File: src/rtl/swap_sequencer_if.sv
// Command/status bundle between swap_sequencer and its swap register file plus control host.
// master = sequencer side, slave = file/host side.
interface swap_sequencer_if #(
   parameter int unsigned N_REG = 8,
   parameter int unsigned W     = 4
);
   localparam int unsigned AW = $clog2(N_REG);
   localparam int unsigned CW = $clog2(N_REG * (N_REG - 1) / 2 + 1);

   logic                 start;
   logic [1:0]           op;
   logic                 init_first;
   logic [N_REG*W-1:0]   r_in;
   logic                 init;
   logic                 swap;
   logic [AW-1:0]        x;
   logic [AW-1:0]        y;
   logic                 busy;
   logic                 done;
   logic [CW-1:0]        swap_count;

   modport master (
      input  start, op, init_first, r_in,
      output init, swap, x, y, busy, done, swap_count
   );

   modport slave (
      output start, op, init_first, r_in,
      input  init, swap, x, y, busy, done, swap_count
   );
endinterface

File: src/rtl/swap_sequencer.sv
// Drives a swap register file through init, full reversal or bubble sort from one start pulse.
// All outputs are registered; a swap issued in SWP is committed by the file on the same edge.
module swap_sequencer #(
   parameter int unsigned N_REG = 8,
   parameter int unsigned W     = 4
) (
   input logic               clk,
   input logic               rst_n,
   swap_sequencer_if.master  bus
);
   localparam int unsigned AW = $clog2(N_REG);
   localparam int unsigned CW = $clog2(N_REG * (N_REG - 1) / 2 + 1);

   localparam logic [AW-1:0] TOP_IDX   = AW'(N_REG - 1);
   localparam logic [AW-1:0] LAST_CMP  = AW'(N_REG - 2);
   localparam logic [AW-1:0] LAST_REV  = AW'(N_REG / 2 - 1);
   localparam logic [AW-1:0] LAST_PASS = AW'(N_REG - 2);
   localparam logic [CW-1:0] CNT_MAX   = '1;

   typedef enum logic [2:0] {
      S_IDLE, S_INIT, S_REV, S_CMP, S_SWP, S_DONE
   } state_t;

   state_t        state;
   logic [1:0]    op_q;
   logic          dirty;
   logic [AW-1:0] idx;
   logic [AW-1:0] pass;

   logic [W-1:0]  a_c;
   logic [W-1:0]  b_c;
   logic          ooo_c;
   logic          pass_over_c;
   logic [AW-1:0] ip1_c;
   logic [CW-1:0] cnt_inc_c;

   // Neighbour compare and end-of-pass decision for the current pointer
   always_comb begin
      ip1_c       = idx + AW'(1);
      a_c         = bus.r_in[32'(idx) * W +: W];
      b_c         = bus.r_in[32'(ip1_c) * W +: W];
      ooo_c       = (op_q == 2'd2) ? (a_c > b_c) : (a_c < b_c);
      pass_over_c = !dirty || (pass == LAST_PASS);
      cnt_inc_c   = (bus.swap_count == CNT_MAX) ? bus.swap_count : bus.swap_count + CW'(1);
   end

   always_ff @(posedge clk or negedge rst_n) begin
      if (!rst_n) begin
         state          <= S_IDLE;
         op_q           <= 2'd0;
         dirty          <= 1'b0;
         idx            <= '0;
         pass           <= '0;
         bus.init       <= 1'b0;
         bus.swap       <= 1'b0;
         bus.x          <= '0;
         bus.y          <= '0;
         bus.busy       <= 1'b0;
         bus.done       <= 1'b0;
         bus.swap_count <= '0;
      end else begin
         case (state)
            S_IDLE: begin
               if (bus.start) begin
                  op_q           <= bus.op;
                  bus.busy       <= 1'b1;
                  bus.swap_count <= '0;
                  idx            <= '0;
                  pass           <= '0;
                  dirty          <= 1'b0;
                  if (bus.op == 2'd0 || bus.init_first) begin
                     state    <= S_INIT;
                     bus.init <= 1'b1;
                  end else if (bus.op == 2'd1) begin
                     state          <= S_REV;
                     bus.swap       <= 1'b1;
                     bus.x          <= '0;
                     bus.y          <= TOP_IDX;
                     bus.swap_count <= CW'(1);
                  end else begin
                     state <= S_CMP;
                  end
               end
            end

            S_INIT: begin
               bus.init <= 1'b0;
               if (op_q == 2'd0) begin
                  state    <= S_DONE;
                  bus.done <= 1'b1;
                  bus.busy <= 1'b0;
               end else if (op_q == 2'd1) begin
                  state          <= S_REV;
                  bus.swap       <= 1'b1;
                  bus.x          <= '0;
                  bus.y          <= TOP_IDX;
                  bus.swap_count <= cnt_inc_c;
               end else begin
                  state <= S_CMP;
               end
            end

            // Outputs already carry pair idx; advance to the next mirrored pair
            S_REV: begin
               if (idx == LAST_REV) begin
                  state    <= S_DONE;
                  bus.swap <= 1'b0;
                  bus.done <= 1'b1;
                  bus.busy <= 1'b0;
               end else begin
                  idx            <= ip1_c;
                  bus.x          <= ip1_c;
                  bus.y          <= TOP_IDX - ip1_c;
                  bus.swap_count <= cnt_inc_c;
               end
            end

            S_CMP: begin
               if (ooo_c) begin
                  state          <= S_SWP;
                  dirty          <= 1'b1;
                  bus.swap       <= 1'b1;
                  bus.x          <= idx;
                  bus.y          <= ip1_c;
                  bus.swap_count <= cnt_inc_c;
               end else if (idx != LAST_CMP) begin
                  idx <= ip1_c;
               end else if (pass_over_c) begin
                  state    <= S_DONE;
                  bus.done <= 1'b1;
                  bus.busy <= 1'b0;
               end else begin
                  idx   <= '0;
                  pass  <= pass + AW'(1);
                  dirty <= 1'b0;
               end
            end

            S_SWP: begin
               bus.swap <= 1'b0;
               state    <= S_CMP;
               if (idx != LAST_CMP) begin
                  idx <= ip1_c;
               end else if (pass_over_c) begin
                  state    <= S_DONE;
                  bus.done <= 1'b1;
                  bus.busy <= 1'b0;
               end else begin
                  idx   <= '0;
                  pass  <= pass + AW'(1);
                  dirty <= 1'b0;
               end
            end

            S_DONE: begin
               bus.done <= 1'b0;
               state    <= S_IDLE;
            end

            default: state <= S_IDLE;
         endcase
      end
   end
endmodule

File: src/flat_wrapper.sv
// flat-port wrapper written by rule: the top's interface ports become plain ports
module swap_sequencer_flat 
#(
   parameter int unsigned N_REG = 8,
   parameter int unsigned W     = 4
)
  (clk, rst_n, bus_start, bus_op, bus_init_first, bus_r_in, bus_init, bus_swap, bus_x, bus_y, bus_busy, bus_done, bus_swap_count);
  swap_sequencer_if #(.N_REG(N_REG), .W(W)) bus_i ();
  input logic clk;
  input logic rst_n;
  input wire logic [$bits(bus_i.start)-1:0] bus_start;
  input wire logic [$bits(bus_i.op)-1:0] bus_op;
  input wire logic [$bits(bus_i.init_first)-1:0] bus_init_first;
  input wire logic [$bits(bus_i.r_in)-1:0] bus_r_in;
  output wire logic [$bits(bus_i.init)-1:0] bus_init;
  output wire logic [$bits(bus_i.swap)-1:0] bus_swap;
  output wire logic [$bits(bus_i.x)-1:0] bus_x;
  output wire logic [$bits(bus_i.y)-1:0] bus_y;
  output wire logic [$bits(bus_i.busy)-1:0] bus_busy;
  output wire logic [$bits(bus_i.done)-1:0] bus_done;
  output wire logic [$bits(bus_i.swap_count)-1:0] bus_swap_count;
  assign bus_i.start = bus_start;
  assign bus_i.op = bus_op;
  assign bus_i.init_first = bus_init_first;
  assign bus_i.r_in = bus_r_in;
  assign bus_init = bus_i.init;
  assign bus_swap = bus_i.swap;
  assign bus_x = bus_i.x;
  assign bus_y = bus_i.y;
  assign bus_busy = bus_i.busy;
  assign bus_done = bus_i.done;
  assign bus_swap_count = bus_i.swap_count;
  swap_sequencer #(.N_REG(N_REG), .W(W)) u_core (.clk(clk), .rst_n(rst_n), .bus(bus_i));
endmodule
File: config.mk
export PLATFORM = sky130hd
export DESIGN_NAME = swap_sequencer_flat
export DESIGN_NICKNAME = d
export VERILOG_FILES = /design/src/rtl/swap_sequencer_if.sv /design/src/rtl/swap_sequencer.sv /design/src/flat_wrapper.sv
export SDC_FILE = /design/constraint.sdc
export NUM_CORES = 1
export LEC_CHECK = 0
export ABC_AREA = 1
export BUFFER_PORTS_ARGS = -buffer_cell sky130_fd_sc_hd__buf_2
export CORE_UTILIZATION = 39
export DETAILED_ROUTE_END_ITERATION = 6
export GPL_TIMING_DRIVEN = 1
export HOLD_SLACK_MARGIN = 0.05
export MAX_ROUTING_LAYER = met4
export PLACE_DENSITY = 0.67
export SETUP_SLACK_MARGIN = 0.02
export SLEW_MARGIN = 0
export SYNTH_ARGS = -nofsm -noshare
export SYNTH_HDL_FRONTEND = slang
export SYNTH_SLANG_ARGS = --single-unit
export TNS_END_PERCENT = 50
File: constraint.sdc
create_clock -name clk -period 5.8 [get_ports clk]
set_clock_uncertainty 0.15 [all_clocks]
set_input_delay 0.29 -clock clk [delete_from_list [all_inputs] [get_ports clk]]
set_output_delay 0.29 -clock clk [all_outputs]
set_load 0.02 [all_outputs]
==> out/summary.txt <==
Max Freq: 258 MHz
1st-iter DRT viols: 282
MaxCap Viol Count: 0
CP Launch Type: flip-flop
synthesis-stage register bit count: 27
fill count: 577
sequential area share after synthesis: 29.6%
Final period util: 66.9%
R2R Setup Slk: 1920 ps
reg2reg end: u_core.bus.swap_count[4]$_DFFE_PN0P_
crit-path max FO: 35
DP Worst Slack: 1970 ps
Slew Limit Fails: 0
Worst Hold Depth: 3
Crit Path Class: reg -> reg
initial antenna violation count: 0
setup violators final: 0
gr ovfl total: 0
Post-Syn Area: 0.00228 mm²
fin crit period: 3880 ps
Tot Pwr: 1.41 mW
Die Wd: 78.5 µm
final estimated routing congestion in global placement: 0.914
Max H-tree Level: 1
Detailed Route WL: 5600 µm
min-delay src: bus_op[0]
Post-synth EDFFs: 0
RSZ-0062 raised after global routing: no
Mapped Nets: 396
overall routing resource usage: 20.1%
final hold vios: 0
Skew-Pair Late Insertion Delay: 270 ps
Mapped Cells: 347
Sum Neg Setup Slack: 0 ps
CTS max path bufs: 2
final worst setup slack: 1920 ps
status: finished clean
pin count of the biggest net entering global routing: 36
first-pass GRT wire length: 9660 µm
TritonCTS clock tree: yes
core area: 0.00557 mm²
Post-CTS Resized: 0
die footprint: 0.00616 mm²
Slew @ Worst Pin: 938 ps
Critical Path End Type: flip-flop
IO buf count: 52
commonest non-fill, non-tap cell in the layout: nand2_1
CTS buffer count: 3
post-DP HPWL: 4380 µm
Ys Warns: 0
Worst R2R Start: u_core.idx[0]$_DFFE_PN0P_
Synth cell types: 36
post-route antenna net violation count: 0
Pleak: 1.37 nW
via/cell ratio: 5.22
Layout Nets: 444
std cell rows: 27
Worst slew margin: 37.4%
number of global-route vias before repair: 2209
Routed WL per cell: 12.0 µm
DR vias: 2432
Async SR Flop Fraction: 100%
hold path endpoint: u_core.op_q[0]$_DFFE_PN0P_
# DRC: 0
Syn Area/Cell: 6.57 µm²
VDD IR-drop max: 297 µV
CTS Sinks: 27
register clock-pin slew on the reported worst setup and hold paths: 90 ps
Register-to-Register Path Depth: 12
die height: 78.5 µm
number of inserted diodes: 0
synthesis-to-layout area growth: 16.3%
Critical Path RT: 5820 ps
I/O Pins: 53
most frequent cells in the layout: nand2_1 (72), buf_2 (52), o21ai_0 (49)
Clock Root Buffer: clkbuf_8
HP Class: in -> reg
Starting Density: 40.9%
drt pass-1 iters: 5
Worst EP arrival: 3890 ps
PD cells: 533 mW/mm²
Synth Flop Type: dfrtp_1
share of cells above drive strength 1: 19.8%
## timing repair
item / in CTS / in global routing
setup buffers: 0 / 0
hold buffers: 1 / 0
endpoints found under the hold margin: 27 / 0
## Yosys cell counts, types with 2 or more instances
cell | n | area [µm²]
nand2_1 | 72 | 270
o21ai_0 | 49 | 245
nor2_1 | 38 | 143
inv_1 | 34 | 128
a21oi_1 | 27 | 135
dfrtp_1 | 27 | 676
nand3_1 | 14 | 70.1
o21ai_1 | 12 | 60.1
ha_1 | 11 | 138
clkbuf_1 | 10 | 37.5
nand2_2 | 6 | 37.5
o211ai_1 | 6 | 45.0
a31oi_1 | 5 | 31.3
inv_2 | 3 | 11.3
nand2_4 | 3 | 33.8
nand4_1 | 3 | 18.8
nor2_2 | 3 | 18.8
xor2_1 | 3 | 26.3
clkinv_1 | 2 | 7.51
o21bai_1 | 2 | 15.0
or2_1 | 2 | 12.5
## area by class of cell
cell class	instances	area (µm²)	area share, %
clock buffers	3	41.3	1.56
clock inverters	1	5.00	0.189
inverters	40	151	5.71
multi-input cells	269	1410	53.2
flip-flops and latches	27	676	25.5
well taps	72	90.1	3.40
repair buffers	54	278	10.5
## per-stage QoR
step | instance area (µm²) | hold slack (ps) | instances | utilization (%)
2_1_floorplan | 2280 | -156 | 347 | -
3_3_place_gp | 2600 | 187 | 461 | 46.6
3_5_place_dp | 2600 | 192 | 461 | 46.6
4_1_cts | 2650 | 143 | 466 | 47.6
5_1_grt | 2650 | 164 | 466 | 47.6
6_report | 2650 | 141 | 466 | 47.6
## registers in the layout, summed over array words and instances, names as in the netlist
name / count
u_core.bus.busy: 1
u_core.bus.swap_count: 5
u_core.dirty: 1
u_core.idx: 3
u_core.pass: 3
u_core.bus.done: 1
u_core.state: 3
u_core.bus.x: 3
u_core.bus.y: 3
u_core.op_q: 2
u_core.bus.swap: 1
u_core.bus.init: 1
## cells by family after synthesis
logic type / share of synthesized area, %
buffers and inverters: 8.50
xor gates and xnor gates: 1.15
and+or+nand+nor: 29.7
AOI/OAI and AO/OA: 25.0
adders and majority gates: 6.03
DFF: 29.6
## power breakdown
part / internal, mW / switching [mW]
registers: 0.260 / 0.0812
clock network: 0.0481 / 0.0586
logic: 0.336 / 0.628
## critical path, cell delays in order (launching register included)
cell and delay [ps]:
dfrtp_1 970, clkinv_1 230, ha_1 670, o21ai_0 170, o21ai_0 220, o21ai_0 140, ha_1 310, a21oi_1 190
nand3_1 170, nand3_4 200, nand3_2 200, nand2_1 100, o21ai_1 60
## worst max path at each step
stage | to | startpoint | slack (ps)
5_1_grt | u_core.pass[2]$_DFFE_PN0P_ | u_core.idx[0]$_DFFE_PN0P_ | 1460
6_report | u_core.bus.swap_count[4]$_DFFE_PN0P_ | u_core.idx[0]$_DFFE_PN0P_ | 1920
4_1_cts | u_core.bus.swap_count[0]$_DFFE_PN0P_ | u_core.idx[0]$_DFFE_PN0P_ | 1940
3_3_place_gp | u_core.bus.swap_count[3]$_DFFE_PN0P_ | u_core.idx[0]$_DFFE_PN0P_ | 2050
2_1_floorplan | u_core.pass[2]$_DFFE_PN0P_ | u_core.idx[0]$_DFFE_PN0P_ | 2560
3_5_place_dp | u_core.bus.swap_count[3]$_DFFE_PN0P_ | u_core.idx[0]$_DFFE_PN0P_ | 1970
## per-layer routing
layer  global-route usage [%]  vias to the layer above  share of wire, %
li1                         -                     1246                 -
met1                     25.7                     1080                46
met2                     32.8                       94                45
met3                     3.14                       12               7.2
met4                     5.56                        0               1.6
met5                        -                        -                 0
Power figures use the tool's default switching activity.
